===== config.mk =====
export PLATFORM = sky130hd
export DESIGN_NAME = spi_cmd_ctrl
export DESIGN_NICKNAME = d
export VERILOG_FILES = /design/src/rtl/spi_cmd_ctrl.sv
export SDC_FILE = /design/constraint.sdc
export NUM_CORES = 1
export LEC_CHECK = 0
export CAP_MARGIN = 5
export CELL_PAD_IN_SITES_DETAIL_PLACEMENT = 1
export CELL_PAD_IN_SITES_GLOBAL_PLACEMENT = 2
export CORE_MARGIN = 3
export CORE_UTILIZATION = 43
export CTS_CLUSTER_SIZE = 16
export DETAILED_ROUTE_END_ITERATION = 6
export DONT_BUFFER_PORTS = 1
export PLACE_DENSITY_LB_ADDON = 0.1
export SLEW_MARGIN = 20
export SYNTH_ARGS = -nofsm -noshare
export SYNTH_HDL_FRONTEND = slang
export SYNTH_SLANG_ARGS = --single-unit

===== constraint.sdc =====
create_clock -name clk -period 4 [get_ports clk]
set_input_delay 0.8 -clock clk [delete_from_list [all_inputs] [get_ports clk]]
set_output_delay 0.8 -clock clk [all_outputs]
set_load 0.005 [all_outputs]

===== src/rtl/spi_cmd_ctrl.sv =====
// spi_cmd_ctrl: turns two-word SPI transactions (command, then data or dummy)
// into single-cycle register-bank read/write strobes. Read data is returned
// on the tx stream between the command word and the dummy word.
module spi_cmd_ctrl #(
  parameter int DATA_LEN       = 8,
  parameter int TIMEOUT_CYCLES = 4096
) (
  input  logic                clk,
  input  logic                rst_n,
  input  logic [DATA_LEN-1:0] rx_tdata,
  input  logic                rx_tvalid,
  output logic                rx_tready,
  output logic [DATA_LEN-1:0] tx_tdata,
  output logic                tx_tvalid,
  input  logic                tx_tready,
  output logic [DATA_LEN-2:0] reg_addr,
  output logic [DATA_LEN-1:0] reg_wdata,
  output logic                reg_we,
  output logic                reg_re,
  input  logic [DATA_LEN-1:0] reg_rdata,
  output logic                busy,
  output logic [7:0]          timeout_cnt
);

  localparam int TW = $clog2(TIMEOUT_CYCLES + 1);

  typedef enum logic [2:0] {
    ST_IDLE,
    ST_RD_REQ,
    ST_RD_CAP,
    ST_TX_OFFER,
    ST_WAIT_DATA,
    ST_WR_EXEC
  } state_t;

  state_t        state_reg;
  logic          rw_reg;
  logic [TW-1:0] tmo_reg;
  logic          rx_fire;
  logic          tmo_hit;

  assign rx_fire = rx_tvalid & rx_tready;
  // Timer counts cycles already spent in the waiting state; the last one expires.
  assign tmo_hit = (tmo_reg == TW'(TIMEOUT_CYCLES - 1));
  assign busy    = (state_reg != ST_IDLE);

  // Transaction FSM; every interface output is a register set on the transition.
  always_ff @(posedge clk or negedge rst_n) begin
    if (!rst_n) begin
      state_reg   <= ST_IDLE;
      rw_reg      <= 1'b0;
      tmo_reg     <= '0;
      rx_tready   <= 1'b0;
      tx_tdata    <= '0;
      tx_tvalid   <= 1'b0;
      reg_addr    <= '0;
      reg_wdata   <= '0;
      reg_we      <= 1'b0;
      reg_re      <= 1'b0;
      timeout_cnt <= '0;
    end else begin
      case (state_reg)
        ST_IDLE: begin
          rx_tready <= 1'b1;
          if (rx_fire) begin
            reg_addr <= rx_tdata[DATA_LEN-2:0];
            rw_reg   <= rx_tdata[DATA_LEN-1];
            if (rx_tdata[DATA_LEN-1]) begin
              rx_tready <= 1'b0;
              reg_re    <= 1'b1;
              state_reg <= ST_RD_REQ;
            end else begin
              tmo_reg   <= '0;
              state_reg <= ST_WAIT_DATA;
            end
          end
        end
        ST_RD_REQ: begin
          reg_re    <= 1'b0;
          state_reg <= ST_RD_CAP;
        end
        ST_RD_CAP: begin
          // reg_rdata is valid in this cycle, one after the reg_re pulse.
          tx_tdata  <= reg_rdata;
          tx_tvalid <= 1'b1;
          tmo_reg   <= '0;
          state_reg <= ST_TX_OFFER;
        end
        ST_TX_OFFER: begin
          // A handshake on the expiry cycle takes priority over the timeout.
          if (tx_tready) begin
            tx_tvalid <= 1'b0;
            rx_tready <= 1'b1;
            tmo_reg   <= '0;
            state_reg <= ST_WAIT_DATA;
          end else if (tmo_hit) begin
            tx_tvalid <= 1'b0;
            rx_tready <= 1'b1;
            if (timeout_cnt != 8'hFF) timeout_cnt <= timeout_cnt + 8'd1;
            state_reg <= ST_IDLE;
          end else begin
            tmo_reg <= tmo_reg + TW'(1);
          end
        end
        ST_WAIT_DATA: begin
          if (rx_fire) begin
            if (rw_reg) begin
              state_reg <= ST_IDLE;
            end else begin
              reg_wdata <= rx_tdata;
              rx_tready <= 1'b0;
              state_reg <= ST_WR_EXEC;
            end
          end else if (tmo_hit) begin
            if (timeout_cnt != 8'hFF) timeout_cnt <= timeout_cnt + 8'd1;
            state_reg <= ST_IDLE;
          end else begin
            tmo_reg <= tmo_reg + TW'(1);
          end
        end
        ST_WR_EXEC: begin
          // First cycle lets reg_wdata settle; the strobe follows in the second.
          if (!reg_we) begin
            reg_we <= 1'b1;
          end else begin
            reg_we    <= 1'b0;
            rx_tready <= 1'b1;
            state_reg <= ST_IDLE;
          end
        end
        default: begin
          state_reg <= ST_IDLE;
        end
      endcase
    end
  end

endmodule


==> summary.txt <==
Timing
  • Worst slew pin tran: 0.6896 ns
  • Rel. slew slack: a little over half
  • Post-route setup TNS: 0 ns
  • RSZ-0062 raised after global routing: false
  • Fmax: 434.5 MHz
  • Tmin final: 2.301 ns
  • Worst clock skew: 0.004930 ns
  • Final setup fails: 0
  • Final count of hold timing violations: 0
  • Fin crit share: between 50 and 60%
  • Setup ws final: approximately 1.7 ns
  • Count of pins over their slew limit: 0

Layout
  • Most frequent cells in the layout: dfrtp_1 (52), mux2_2 (26), a21oi_1 (12)
  • Antenna diodes: 0
  • Max reg flops: 13
  • Commonest non-fill, non-tap cell in the layout: dfrtp_1
  • Layout cell share with drive strength beyond 1: approximately 20%
  • NumNets Final: 242
  • Area Growth Syn to Fin: 6.191%
  • Final Util: 47.74%

Detailed routing
  • WL/cell: 18.84 um
  • DR iter-0 viols: 53
  • Final WL: approximately 5.5 mm
  • Via Count: 1808
  • DR pass1 iterations: 4
  • Vias per cell: 6.171
  • Drt drc: 0
  • Final ANT Viol Nets: 0

CTS
  • Bufs on Longest Clock Path: 2
  • Cts bufs inserted: 5
  • CTS tree: yes
  • Post CTS Setup Buffer Count: 0
  • # resized after CTS: 0
  • H-tree levels: 2
  • Worst-path clk slew: 0.09 ns
  • CTS Hold Buffers Added: 0
  • Clock root buffer: clkbuf_8
  • Clk Latency, worst-skew pair: 0.30 ns
  • Clock sinks: 52

Setup path
  • Kind of critical path: reg2reg
  • Worst EP arrival: 2.48 ns
  • Crit. End Element: flip-flop
  • Crit-path max FO: 7
  • CP startpoint kind: flip-flop
  • Critical path data required time: between 4 and 5 ns

Logic synthesis
  • Area contributors post-synth: dfrtp_1 (52%), mux2_2 (12%), a21oi_1 (2.4%)
  • Sequential share of the synthesized area: 51.92%
  • Yosys reg bits: 52
  • Fraction of registers with async set/reset: 100.0%
  • Synth Flop Type: dfrtp_1
  • Synth cell types: 47
  • Warnings from Yosys: 0
  • Synthesized Nets: 244
  • Number of enable flip-flop cells after synthesis: 0
  • Post-synth top area cell: dfrtp_1
  • Post-Synthesis Cells: 222
  • Syn avg cell area: 11.29 um^2
  • Synthesized cell area: 2506 um^2
  • Top-area cell type share of the netlist area: 51.92%

Global routing
  • First-pass GRT wire length: 9.039 mm
  • Gr ovfl total: 0
  • Vias in the first global route: ~1900
  • Tot GR Track Use: 17.30%
  • Largest net degree at the start of global routing: 53
  • Initial antenna violation count: 0

Power
  • Peak supply drop: 0.0003744 V
  • Design Power: about 0.0017 W
  • P_leak: approximately 1.1 nW
  • Power per cell area: between 600 and 700 nW/um^2

Placed design
  • Post-Place Worst Slack: 1.705 ns
  • Final HPWL DP: 3.877 mm
  • PortBufs: 0
  • Gp weighted congestion: around 0.73

Floorplan
  • Starting Density: 44.96%
  • Core Region: 5574 um^2
  • Die height: 82.35 um
  • DIE WIDTH: 82.35 um
  • Row count: 27
  • Die area: 6781 um^2
  • Ports: 56

Job
  • Max-cap violations: 0

Run status
  • Status: finished, final reports clean

Min path
  • Min-Delay Path Class: in2async
-- logic make-up (layout without fill, tap and decap cells) --
kind of cell | after synthesis | count (layout) | share of synthesized area, %
buf+inv | 15 | 14 | 2.396
compound gates | 51 | 51 | 13.18
flops | 52 | 52 | 51.92
xor+xnor | 6 | 6 | 2.097
fa+ha+maj | 2 | 2 | 0.9983
mux | 29 | 29 | 12.88
simple gates | 67 | 67 | 16.53
-- stage by stage --
stage	instance area [um^2]	hold WS [ns]	cells
CTS	2661	0.1762	293
global route	2661	0.1565	293
floorplan	2506	0.4740	222
detailed placement	2572	0.5062	285
global placement	2572	0.5061	285
finish	2661	0.1876	293
-- routing by layer --
metal  global-route usage [%]  vias up  wire, um
met4                    3.821        0        35
met3                    6.399        4       446
met1                    22.99      910      2429
met5                        0        -         0
li1                         -      838         -
met2                    26.92       56      2610
-- layout make-up --
cell class	count	area, um^2
repair buffers	2	15.01
well taps	72	90.09
clock inverters	2	16.27
inverters	4	15.01
flip-flops and latches	52	1301
fillers	601	2913
multi-input cells	155	1151
clock buffers	6	72.57
-- synth_stat cells, types with 3 or more instances --
cell / number
or2_2: 3
nand3_1: 9
o31ai_1: 6
o21bai_1: 4
inv_1: 4
nor2_1: 8
and3_1: 6
or4_1: 7
clkbuf_1: 7
dfrtp_1: 52
xnor2_1: 3
or3_1: 3
nand2_1: 9
xor2_1: 3
nand4_1: 3
o21ai_0: 9
mux2_2: 26
mux2i_1: 3
buf_2: 3
a21oi_1: 12
nor4_1: 4
a31oi_1: 6
-- report_power, final --
part	total [W]	internal [W]	switching, W	leakage (nW)
sequential	0.000868	0.000687	0.000181	0.660
clock	0.000295	0.000125	0.000170	0.0414
combinational	0.000515	0.000249	0.000266	0.392
total	0.00168	0.00106	0.000617	1.09
-- path summary, 6_finish.rpt --
| kind | end | from | slack, ns | cells past startpoint |
|---|---|---|---|---|
| min in group clk | tx_tvalid$_DFFE_PN0P_ | tx_tvalid$_DFFE_PN0P_ | 0.54 | 1 |
| min | tmo_reg[4]$_DFFE_PN0P_ | rst_n | 0.19 | 0 |
| max in group asynchronous | rw_reg$_DFFE_PN0P_ | rst_n | 3.72 | 0 |
| max reg2reg | timeout_cnt[3]$_DFFE_PN0P_ | tmo_reg[0]$_DFFE_PN0P_ | 1.70 | 5 |
| min reg2reg | tx_tvalid$_DFFE_PN0P_ | tx_tvalid$_DFFE_PN0P_ | 0.54 | 1 |
| max | timeout_cnt[3]$_DFFE_PN0P_ | tmo_reg[0]$_DFFE_PN0P_ | 1.70 | 5 |
-- critical path, stage by stage (launching register included) --
cell and delay [ns]:
dfrtp_1 0.39, ha_1 0.22, nand4_2 0.15, or4_1 0.68
or4b_1 0.60, xnor2_1 0.15
No activity file was read; power rests on OpenSTA's default activity.
